### config.mk
export PLATFORM = sky130hd
export DESIGN_NAME = shared_ll_fifo
export DESIGN_NICKNAME = d
export VERILOG_FILES = /design/src/rtl/shared_ll_fifo.sv
export SDC_FILE = /design/constraint.sdc
export NUM_CORES = 1
export LEC_CHECK = 0
export BUFFER_PORTS_ARGS = -buffer_cell sky130_fd_sc_hd__buf_2
export CAP_MARGIN = 15
export CORE_ASPECT_RATIO = 1.25
export CORE_UTILIZATION = 40
export CTS_CLUSTER_DIAMETER = 40
export CTS_CLUSTER_SIZE = 28
export DETAILED_ROUTE_END_ITERATION = 10
export PLACE_DENSITY = 0.64
export SLEW_MARGIN = 20
export SYNTH_ARGS = -nofsm -noshare
export SYNTH_HDL_FRONTEND = slang
export SYNTH_SLANG_ARGS = --single-unit
### constraint.sdc
create_clock -name clk -period 3.8 [get_ports clk]
set_input_delay 0.76 -clock clk [delete_from_list [all_inputs] [get_ports clk]]
set_output_delay 0.76 -clock clk [all_outputs]
set_load 0.01 [all_outputs]
### src/rtl/shared_ll_fifo.sv
// Shared-pool multi-channel FIFO: NUM_FIFOS queues built as linked lists over one DEPTH-entry buffer.
// Optional per-channel quota enabled by defining LL_FIFO_QUOTA_EN.
module shared_ll_fifo #(
  parameter  int WIDTH     = 8,
  parameter  int DEPTH     = 8,
  parameter  int NUM_FIFOS = 4,
  parameter  int QUOTA     = DEPTH / 2,
  localparam int PTR_W     = $clog2(DEPTH),
  localparam int SEL_W     = $clog2(NUM_FIFOS),
  localparam int CNT_W     = $clog2(DEPTH + 1)
) (
  input  logic                       clk,
  input  logic                       rst,
  input  logic                       push,
  input  logic [SEL_W-1:0]           push_sel,
  input  logic [WIDTH-1:0]           data_in,
  input  logic                       pop,
  input  logic [SEL_W-1:0]           pop_sel,
  output logic [NUM_FIFOS-1:0]       full,
  output logic [NUM_FIFOS-1:0]       empty,
  output logic [NUM_FIFOS*CNT_W-1:0] count,
  output logic [CNT_W-1:0]           free_count,
  output logic [WIDTH-1:0]           data_out,
  output logic                       data_out_vld,
  output logic [SEL_W-1:0]           data_out_sel,
  output logic                       ovf,
  output logic                       udf
);

`ifdef LL_FIFO_QUOTA_EN
  localparam bit QUOTA_ON = 1'b1;
`else
  localparam bit QUOTA_ON = 1'b0;
`endif
  // Without the quota a channel is only limited by the pool itself.
  localparam int              CH_LIMIT = QUOTA_ON ? QUOTA : DEPTH;
  localparam logic [CNT_W-1:0] LIMIT   = CNT_W'(CH_LIMIT);

  logic [WIDTH-1:0] r_mem  [DEPTH];
  logic [PTR_W-1:0] r_next [DEPTH];
  logic [PTR_W-1:0] r_head [NUM_FIFOS];
  logic [PTR_W-1:0] r_tail [NUM_FIFOS];
  logic [CNT_W-1:0] r_cnt  [NUM_FIFOS];
  logic [PTR_W-1:0] r_fhead;
  logic [PTR_W-1:0] r_ftail;
  logic [CNT_W-1:0] r_free_cnt;
  logic [WIDTH-1:0] r_dout;
  logic             r_dvld;
  logic [SEL_W-1:0] r_dsel;
  logic             r_ovf;
  logic             r_udf;

  logic [NUM_FIFOS-1:0]       w_full;
  logic [NUM_FIFOS-1:0]       w_empty;
  logic [NUM_FIFOS*CNT_W-1:0] w_count;
  logic                       w_push_sel_ok;
  logic                       w_pop_sel_ok;
  logic                       w_push_ok;
  logic                       w_pop_ok;
  logic [PTR_W-1:0]           w_wr_ptr;
  logic [PTR_W-1:0]           w_rd_ptr;
  logic                       w_free_rem_zero;
  logic                       w_same_single;

  generate
    if (NUM_FIFOS == (1 << SEL_W)) begin : g_sel_pow2
      assign w_push_sel_ok = 1'b1;
      assign w_pop_sel_ok  = 1'b1;
    end else begin : g_sel_chk
      localparam logic [SEL_W:0] NF = (SEL_W + 1)'(NUM_FIFOS);
      assign w_push_sel_ok = ({1'b0, push_sel} < NF);
      assign w_pop_sel_ok  = ({1'b0, pop_sel} < NF);
    end
  endgenerate

  always_comb begin
    w_full  = '0;
    w_empty = '0;
    w_count = '0;
    for (int c = 0; c < NUM_FIFOS; c++) begin
      w_empty[c]                = (r_cnt[c] == '0);
      w_full[c]                 = (r_free_cnt == '0) | (r_cnt[c] == LIMIT);
      w_count[c*CNT_W +: CNT_W] = r_cnt[c];
    end
  end

  // Handshake: push/pop are single-cycle requests with no wait state. A request is
  // accepted when push & ~full[push_sel] (pop & ~empty[pop_sel]) on pre-edge state;
  // a refused request is dropped and recorded in the sticky ovf/udf flag.
  assign w_push_ok = push & w_push_sel_ok & ~w_full[push_sel];
  assign w_pop_ok  = pop & w_pop_sel_ok & ~w_empty[pop_sel];
  assign w_wr_ptr  = r_fhead;
  assign w_rd_ptr  = r_head[pop_sel];

  // Free list is empty after this edge's push, so a freed entry starts a fresh list.
  assign w_free_rem_zero = w_push_ok ? (r_free_cnt == CNT_W'(1)) : (r_free_cnt == '0);
  assign w_same_single   = w_push_ok & w_pop_ok & (push_sel == pop_sel) &
                           (r_cnt[pop_sel] == CNT_W'(1));

  always_ff @(posedge clk) begin
    if (w_push_ok) r_mem[w_wr_ptr] <= data_in;
  end

  always_ff @(posedge clk) begin
    if (rst) begin
      for (int i = 0; i < DEPTH; i++) r_next[i] <= PTR_W'((i + 1) % DEPTH);
      for (int c = 0; c < NUM_FIFOS; c++) begin
        r_head[c] <= '0;
        r_tail[c] <= '0;
        r_cnt[c]  <= '0;
      end
      r_fhead    <= '0;
      r_ftail    <= PTR_W'(DEPTH - 1);
      r_free_cnt <= CNT_W'(DEPTH);
      r_dout     <= '0;
      r_dvld     <= 1'b0;
      r_dsel     <= '0;
      r_ovf      <= 1'b0;
      r_udf      <= 1'b0;
    end else begin
      r_dvld <= w_pop_ok;
      if (w_pop_ok) begin
        r_dout <= r_mem[w_rd_ptr];
        r_dsel <= pop_sel;
      end
      if (push && !w_push_ok) r_ovf <= 1'b1;
      if (pop && !w_pop_ok)   r_udf <= 1'b1;

      if (w_push_ok) begin
        if (r_cnt[push_sel] == '0) r_head[push_sel] <= w_wr_ptr;
        else                       r_next[r_tail[push_sel]] <= w_wr_ptr;
        r_tail[push_sel] <= w_wr_ptr;
        r_fhead          <= r_next[r_fhead];
      end

      if (w_pop_ok) begin
        // A lone entry popped while the same channel is pushed: the new entry is the head.
        r_head[pop_sel] <= w_same_single ? w_wr_ptr : r_next[w_rd_ptr];
        if (w_free_rem_zero) begin
          r_fhead <= w_rd_ptr;
          r_ftail <= w_rd_ptr;
        end else begin
          r_next[r_ftail] <= w_rd_ptr;
          r_ftail         <= w_rd_ptr;
        end
      end

      for (int c = 0; c < NUM_FIFOS; c++) begin
        if (w_push_ok && push_sel == SEL_W'(c) && !(w_pop_ok && pop_sel == SEL_W'(c)))
          r_cnt[c] <= r_cnt[c] + CNT_W'(1);
        else if (w_pop_ok && pop_sel == SEL_W'(c) && !(w_push_ok && push_sel == SEL_W'(c)))
          r_cnt[c] <= r_cnt[c] - CNT_W'(1);
      end

      if (w_push_ok && !w_pop_ok)      r_free_cnt <= r_free_cnt - CNT_W'(1);
      else if (w_pop_ok && !w_push_ok) r_free_cnt <= r_free_cnt + CNT_W'(1);
    end
  end

  assign full         = w_full;
  assign empty        = w_empty;
  assign count        = w_count;
  assign free_count   = r_free_cnt;
  assign data_out     = r_dout;
  assign data_out_vld = r_dvld;
  assign data_out_sel = r_dsel;
  assign ovf          = r_ovf;
  assign udf          = r_udf;

endmodule

==> results of run 1 <==
## kinds of logic after synthesis
| kind of cell | after synthesis |
|---|---|
| flops | 151 |
| mux | 100 |
| fa+ha+maj | 16 |
| buf+inv | 69 |
| simple gates | 234 |
| compound gates | 105 |
| xor+xnor | 12 |
## critical path: stages (launching register included)
cell	delay [ns]
dfxtp_1	0.45
inv_1	0.09
ha_1	0.24
or3b_2	0.32
nand2_1	0.15
or3_1	0.55
nand2b_1	0.20
inv_1	0.08
ha_1	0.28
a21o_1	0.18
a21oi_1	0.16
xnor2_1	0.16
nor2_1	0.06
nand2_1	0.06
a21oi_1	0.06
## placed cells by master (no fill, tap or decap), types with 5 or more instances in the layout
cell type    n
edfxtp_1   128
nor2_1      73
mux2i_1     62
buf_2       56
nand2_1     41
buf_4       25
mux2_2      23
dfxtp_1     23
inv_1       22
nand3_1     19
o21ai_0     19
nand2b_1    18
nor3_1      17
clkbuf_16   17
a22oi_1     15
a21oi_1     15
ha_1        13
mux4_2      12
a311oi_1     9
nor4b_1      8
o22a_1       8
nand3b_1     7
xor2_1       7
nor2b_1      6
or3_1        6
nand4_1      6
a221o_1      5
xnor2_1      5
## cell type report
| class | instances | area [um2] |
|---|---|---|
| sequential | 151 | 4300 |
| fill | 1748 | 10200 |
| clock inverter | 14 | 179 |
| multi-input combinational | 467 | 3530 |
| tap | 265 | 332 |
| timing repair buffer | 82 | 488 |
| clock buffer | 18 | 439 |
| inverter | 25 | 93.8 |
## worst min-delay path by stage
| stage | cells after the start | endpoint | start |
|---|---|---|---|
| finish | 2 | ovf | ovf |
| global route | 2 | ovf | ovf |
| CTS | 2 | ovf | ovf |
| detailed placement | 2 | ovf | ovf |
| global placement | 2 | ovf | ovf |
| floorplan | 2 | ovf | ovf |
## stage by stage
step	cells	total power [mW]
6_report	1022	4.54
5_1_grt	1022	4.72
4_1_cts	1022	4.57
3_5_place_dp	990	2.85
3_3_place_gp	990	2.83
2_1_floorplan	687	2.56
## flip-flops by register name, indices dropped and copies added, names as in the netlist
signal and cells:
r_mem 64, r_next 24, r_cnt 16, r_head 12, r_tail 12, data_out 8, free_count 4, r_fhead 3
r_ftail 3, data_out_sel 2, data_out_vld 1, ovf 1, udf 1
## report_power, final
group	total (mW)	internal (mW)	switching, mW
Sequential	2.02	1.91	0.105
Clock	1.72	0.962	0.759
Combinational	0.800	0.320	0.481
## per-layer routing
layer / up-vias / GRT usage
li1: 2714 / -
met1: 2923 / 0.239
met2: 214 / 0.368
met3: 46 / 0.0371
met4: 0 / 0.106
met5: - / 0
==> flow_summary.json, run 1 <==
{
  "place_hpwl_um": 14900,
  "synth_edf_count": 128,
  "cts_buffers": 17,
  "ys_async_sr_fraction": 0,
  "reg2reg_depth": 14,
  "period_share": 0.875,
  "synth.net_count": 719,
  "crit_arrival_ns": 3.49,
  "die_w_um": 129,
  "drive_gt1_frac": 0.217,
  "num_rows": 57,
  "routed_via_density": 5.77,
  "drtIter0Drc": 409,
  "synth.area.mux_share": 0.146,
  "die_area_um2": 20800,
  "coreArea_um2": 19600,
  "tightest_slew_ns": 0.973,
  "start_util": 0.413,
  "yosysWarnings": 0,
  "cts_tree": "done",
  "yosysMostFrequentCell": "edfxtp_1",
  "holdWs_ns": 0.450,
  "path_clk_slew_ns": 0.07,
  "cts-htree-levels": 4,
  "grt_max_degree": 49,
  "clockRootBuffer": "clkbuf_16",
  "setup_viol": 0,
  "nets": 776,
  "finalHoldViolCount": 0,
  "drcViolationCount": 0,
  "critPathMaxFanout": 9,
  "ant_nets": 0,
  "insertion_delay_ns": 0.43,
  "grt_pass1_vias": 5955,
  "crit_end": "r_cnt[1][3]",
  "slew_headroom": 0.350,
  "clk_path_buf_depth": 2,
  "cts_hold_buf": 0,
  "fin_crit_ns": 3.33,
  "clock_skew_ns": 0.0137,
  "synth_top_family_by_area": "simple AND/OR/NAND/NOR gates",
  "synthXorXnorAreaFrac": 0.0130,
  "r2r_setup_slack_ns": 0.47,
  "gp_congestion": 0.890,
  "synthSimpleGateAreaFrac": 0.155,
  "wl_met1_um": 8170,
  "ys.flop_type": "edfxtp_1",
  "p_per_area_nw_per_um2": 485,
  "fin_ws_ns": 0.474,
  "leakage_nw": 3.46,
  "postCtsSetupBuffers": 0,
  "dp_slack_ns": 0.443,
  "syn-cell-area_um2": 8110,
  "syn-instance-count": 687,
  "wl_per_cell_um": 20.2,
  "timing.rr.start": "free_count[0]",
  "wl_um": 20600,
  "utilization": 0.478,
  "cts_resized": 0,
  "antenna_found_initial": 0,
  "worstSetupStartpointType": "register",
  "synthAdderAreaFrac": 0.0275,
  "crit_path_start": "free_count[0]",
  "yosysTopAreaCell": "edfxtp_1",
  "vias": 5897,
  "ys_seq_area_frac": 0.531,
  "drt_pass1_iterations": 5,
  "ir_drop_mv": 0.325,
  "synth_compound_area_frac": 0.0921,
  "yosysTopAreaCellShare": 0.474,
  "r2r-end": "r_cnt[1][3]",
  "synth_cell_types": 66,
  "final_area_um2": 9370,
  "area_growth_pct": 15.5,
  "avgSynthCellArea_um2": 11.8,
  "io_buffers": 56,
  "crit_type": "register to register",
  "top_layer": "met4",
  "hp-class": "register to register",
  "setup_tns_ns": 0,
  "status": "complete, no violations",
  "rsz0062_at_grt": "no",
  "ys_seq_elements": 151,
  "synth_area_leaders": "edfxtp_1 47%, mux2i_1 7.8%, dfxtp_1 5.7%, nor2_1 3.4%, mux4_2 3.3%",
  "cts_sinks": 151,
  "cp.required_ns": 3.96,
  "diodes": 0,
  "ios": 57,
  "fmax_mhz": 301,
  "grt-ovfl-total": 0,
  "grt_use_total": 0.208,
  "place_area_um2": 8750,
  "wl_met2_um": 10700,
  "grt_pass1_wl_um": 32500,
  "die_y_um": 161,
  "wl_met3_um": 1010,
  "drv_slew": 0,
  "cap_viol_max_count": 0,
  "cp-end-kind": "register",
  "ys_top_cells_by_count": "128 x edfxtp_1, 73 x nor2_1, 63 x mux2i_1, 41 x nand2_1, 30 x clkbuf_1"
}
No activity file was read; power rests on OpenSTA's default activity.
==> inputs of run 2 (changes only) <==
--- a/config.mk
+++ b/config.mk
@@ -12,7 +12,6 @@
 export CTS_CLUSTER_DIAMETER = 40
 export CTS_CLUSTER_SIZE = 28
 export DETAILED_ROUTE_END_ITERATION = 10
-export PLACE_DENSITY = 0.64
 export SLEW_MARGIN = 20
 export SYNTH_ARGS = -nofsm -noshare
 export SYNTH_HDL_FRONTEND = slang
==> run 2 against run 1 <==
  * Count of clock-buffer cells in the layout unchanged
  * Clock power shrank 6%
  * Design area shrank 0.68%
  * Clock skew decreased by 0.0011 ns
  * Highest routed layer unchanged
  * Sequential power about the same
  * Critical path type unchanged
  * Fmax is 1.1% lower
  * Sequential cell count unchanged
  * Die area unchanged
==> flow_summary.json, run 2 (synthesis gave the netlist of run 1 again) <==
{
  "status": "complete, no violations",
  "cts_hold_buf": 0,
  "coreArea_um2": 19600,
  "crit_chain": "inv_1 > ha_1 > or4bb_1 > o211ai_1 > a21boi_2 > nand3_1 > inv_1 > ha_1 > a21o_1 > a21oi_1 > xor2_1 > or3_1 > a21oi_1",
  "gp_congestion": 0.858,
  "postCtsSetupBuffers": 0,
  "fin_crit_ns": 3.36,
  "drive_gt1_frac": 0.213,
  "clock_skew_ns": 0.0126,
  "largest_reg_flops": 64,
  "start_util": 0.413,
  "wl_per_cell_um": 20.4,
  "fmax_mhz": 297,
  "critPathMaxStageDelay_ns": 0.55,
  "die_w_um": 129,
  "final_area_um2": 9300,
  "utilization": 0.474,
  "crit_arrival_ns": 3.65,
  "num_rows": 57,
  "cts_tree": "done",
  "diodes": 0,
  "vias": 5867,
  "insertion_delay_ns": 0.43,
  "path_delay_family": "simple AND/OR/NAND/NOR gates",
  "worstSetupStartpointType": "register",
  "grt_pass1_wl_um": 32700,
  "grt_use_total": 0.211,
  "clk_path_buf_depth": 2,
  "cp-end-kind": "register",
  "cp_slowest_cell": "or4bb_1",
  "io_buffers": 56,
  "p_per_area_nw_per_um2": 476,
  "die_area_um2": 20800,
  "ant_nets": 0,
  "tightest_slew_ns": 1.00,
  "cts_buffers": 17,
  "place_hpwl_um": 14700,
  "routed_via_density": 5.75,
  "drt_pass1_iterations": 5,
  "antenna_found_initial": 0,
  "crit_type": "register to register",
  "mostFrequentLayoutCells": "128 x edfxtp_1, 73 x nor2_1, 62 x mux2i_1, 56 x buf_2, 41 x nand2_1",
  "leakage_nw": 3.43,
  "crit_path_start": "r_cnt[3][1]",
  "cp.required_ns": 4.09,
  "setup_viol": 0,
  "critPathMaxFanout": 7,
  "cts_sinks": 151,
  "cts-htree-levels": 4,
  "worstHoldStart": "ovf",
  "cap_viol_max_count": 0,
  "wl_um": 20900,
  "ios": 57,
  "drcViolationCount": 0,
  "ir_drop_mv": 0.342,
  "period_share": 0.885,
  "die_y_um": 161,
  "area_growth_pct": 14.8,
  "setup_tns_ns": 0,
  "drv_slew": 0,
  "nets": 775,
  "rsz0062_at_grt": "no",
  "finalHoldViolCount": 0,
  "path_clk_slew_ns": 0.07,
  "largest_register": "r_mem",
  "clockRootBuffer": "clkbuf_16",
  "top_regs": "r_mem: 64 flops, r_next: 24 flops, r_cnt: 16 flops",
  "grt-ovfl-total": 0,
  "timing.rr.start": "r_cnt[3][1]",
  "final_common_cell": "edfxtp_1",
  "critPathBufInv": 2,
  "cts_resized": 0,
  "place_area_um2": 8740,
  "grt_max_degree": 57,
  "grt_pass1_vias": 5978,
  "slew_headroom": 0.329,
  "drtIter0Drc": 394,
  "hp-class": "register to register"
}
## run 2: cell type report
class                           count  area, um2
Clock buffer                       18        429
Clock inverter                     14        133
Timing Repair Buffer               81        480
Inverter                           25       93.8
Sequential cell                   151       4300
Fill cell                        1766      10300
Multi-Input combinational cell    467       3530
Tap cell                          265        332
## run 2: final timing paths
path,end,slack (ns),cells past startpoint
hold reg to reg,ovf,0.45,2
setup / recovery,r_cnt[0][3],0.44,13
hold / removal,ovf,0.45,2
setup reg to reg,r_cnt[0][3],0.44,13
## run 2: worst register-to-register path, stage by stage, from the launching register on
cell and delay (ns):
edfxtp_1 0.48, inv_1 0.13, ha_1 0.29, or4bb_1 0.55
o211ai_1 0.19, a21boi_2 0.18, nand3_1 0.14, inv_1 0.07
ha_1 0.27, a21o_1 0.18, a21oi_1 0.18, xor2_1 0.11
or3_1 0.32, a21oi_1 0.13
## run 2: metal layers
layer	vias to the layer above	wire, um	GRT usage
met5	-	0	0
met4	0	566	0.0968
met3	38	1060	0.0397
met2	221	10900	0.370
met1	2903	8370	0.247
li1	2705	-	-
## run 2: where the power goes
group | internal (mW) | switching (mW)
clock network | 0.865 | 0.749
registers | 1.91 | 0.102
logic | 0.318 | 0.478
## run 2: through the flow
stage / power (mW) / setup slack [ns] / hold WS (ns) / instances
after floorplan: 2.56 / 0.470 / 0.470 / 687
after global placement: 2.83 / 0.549 / 0.434 / 989
after detailed placement: 2.84 / 0.434 / 0.443 / 989
after CTS: 4.46 / 0.468 / 0.454 / 1021
after global routing: 4.60 / 0.234 / 0.495 / 1021
final: 4.43 / 0.436 / 0.448 / 1021
==> inputs of run 3 (changes only) <==
--- a/config.mk
+++ b/config.mk
@@ -12,6 +12,7 @@
 export CTS_CLUSTER_DIAMETER = 40
 export CTS_CLUSTER_SIZE = 28
 export DETAILED_ROUTE_END_ITERATION = 10
+export SKIP_LAST_GASP = 1
 export SLEW_MARGIN = 20
 export SYNTH_ARGS = -nofsm -noshare
 export SYNTH_HDL_FRONTEND = slang
==> constraint.sdc (replaced) <==
create_clock -name clk -period 3.8 [get_ports clk]
set_input_delay 0.38 -clock clk [delete_from_list [all_inputs] [get_ports clk]]
set_output_delay 0.38 -clock clk [all_outputs]
set_load 0.01 [all_outputs]
==> run 3 against run 2 <==
  * Count of clock-buffer cells in the layout decreased by 1
  * Core utilization decreased by 0.096 points
  * Setup slack got worse by 0.020 ns
  * Clock power increased by 5%
  * Final cell count decreased by 0.88%
  * Largest power group unchanged
  * Critical path type unchanged
  * Largest cell class unchanged
  * Highest routed layer unchanged
  * Critical path depth decreased by 3
  * Clock skew about the same
  * Critical endpoint is now r_next[1][1]
  * Sequential cell count unchanged
  * Fmax decreased by 0.59%
==> flow_summary.json, run 3 (synthesis gave the netlist of run 1 again) <==
{
  "grt-ovfl-total": 0,
  "wl_um": 20300,
  "clock_skew_ns": 0.0127,
  "nets": 766,
  "clk_path_buf_depth": 2,
  "coreArea_um2": 19600,
  "grtUsageMet1": 0.253,
  "grt_max_degree": 41,
  "fin_crit_ns": 3.38,
  "grt_pass1_wl_um": 32300,
  "crit_arrival_ns": 3.56,
  "largest_reg_flops": 64,
  "antenna_found_initial": 0,
  "drcViolationCount": 0,
  "path_clk_slew_ns": 0.08,
  "die_w_um": 129,
  "start_util": 0.413,
  "p_switching_mw": 1.38,
  "swShare": 0.308,
  "rsz0062_at_grt": "no",
  "hp-class": "input pin to register",
  "gp_congestion": 0.893,
  "cts-htree-levels": 4,
  "vias": 5846,
  "leakage_nw": 3.41,
  "power_mw": 4.49,
  "drtIter0Drc": 506,
  "mostFrequentLayoutCells": "128 x edfxtp_1, 73 x nor2_1, 62 x mux2i_1, 56 x buf_2, 41 x nand2_1",
  "io_buffers": 56,
  "cts_hold_buf": 0,
  "largest_register": "r_mem",
  "slew_headroom": 0.344,
  "use_met2": 0.359,
  "num_rows": 57,
  "period_share": 0.891,
  "cap_viol_max_count": 0,
  "intPower_mw": 3.11,
  "cts_buffers": 17,
  "place_area_um2": 8670,
  "setup_viol": 0,
  "cts_sinks": 151,
  "ant_nets": 0,
  "ios": 57,
  "die_y_um": 161,
  "crit_type": "register to register",
  "grt_pass1_vias": 5866,
  "insertion_delay_ns": 0.43,
  "status": "complete, no violations",
  "wl_per_cell_um": 20.0,
  "fin_ws_ns": 0.416,
  "grt_use_total": 0.205,
  "fmax_mhz": 295,
  "utilization": 0.473,
  "routed_via_density": 5.78,
  "drt_pass1_iterations": 5,
  "cp-end-kind": "register",
  "pwr-share-seq": 0.451,
  "ir_drop_mv": 0.323,
  "seq_area_um2": 4300,
  "tightest_slew_ns": 0.983,
  "drv_slew": 0,
  "multi_input_area_um2": 3530,
  "top_regs": "r_mem: 64 flops, r_next: 24 flops, r_cnt: 16 flops",
  "place_hpwl_um": 14600,
  "worstSetupStartpointType": "register",
  "die_area_um2": 20800,
  "comb_power_share": 0.172,
  "drive_gt1_frac": 0.206,
  "cts_resized": 0,
  "fillCellCount": 1777,
  "final_area_um2": 9280,
  "grt_util_met3": 0.0275,
  "clkPwrFrac": 0.377,
  "diodes": 0,
  "cts_tree": "done",
  "p_per_area_nw_per_um2": 484,
  "clockRootBuffer": "clkbuf_16",
  "finalHoldViolCount": 0,
  "setup_tns_ns": 0,
  "critPathMaxFanout": 21,
  "postCtsSetupBuffers": 0,
  "busiest_layer": "met2",
  "final_common_cell": "edfxtp_1",
  "dp_slack_ns": 0.508,
  "area_growth_pct": 14.5,
  "cp.required_ns": 3.98
}
run 3: cell types whose count changed in the layout (fill, tap and decap cells not counted), sizes merged:
cell      before  now
inv           32   29
clkinvlp       2    1
buf           81   72
clkbuf        18   17
clkinv         5   10
run 3: through the flow:
stage / hold WS (ns) / std cells
3_3_place_gp: 0.434 / 980
6_report: 0.219 / 1012
5_1_grt: 0.222 / 1012
4_1_cts: 0.213 / 1012
2_1_floorplan: 0.470 / 687
3_5_place_dp: 0.438 / 980
run 3: worst paths after layout:
check,startpoint,endpoint,slack (ns),depth (start not counted)
setup reg to reg,r_cnt[3][0],r_next[1][1],0.42,10
hold / removal,data_in[4],r_mem[1][4],0.22,1
hold reg to reg,ovf,ovf,0.45,2
setup / recovery,r_cnt[3][0],r_next[1][1],0.42,10
run 3: worst max-delay path: stages, from the launching register on:
cell	delay, ns
edfxtp_1	0.54
inv_1	0.11
ha_1	0.29
or4bb_1	0.23
o211ai_1	0.13
a21boi_2	0.20
buf_4	0.29
inv_2	0.18
nor4_4	0.53
nand3b_1	0.26
mux2_1	0.36
run 3: power by group through the flow:
stage               clock (mW)  sequential (mW)  combinational (mW)
detailed placement           0             2.06               0.769
global route              1.78             2.04               0.837
CTS                       1.72             2.03               0.773
global placement             0             2.06               0.757
floorplan                    0             2.02               0.543
finish                    1.69             2.03               0.774
run 3: area by class of cell:
| class | instances | area share |
|---|---|---|
| clock buffer | 17 | 0.0458 |
| inverter | 25 | 0.0101 |
| tap | 265 | 0.0357 |
| sequential | 151 | 0.464 |
| timing repair buffer | 72 | 0.0445 |
| multi-input combinational | 467 | 0.380 |
| clock inverter | 15 | 0.0199 |
run 3: per-layer routing:
metal	up-vias	wire length (um)
li1	2696	-
met1	2910	8390
met2	201	10500
met3	39	860
met4	0	470
met5	-	0
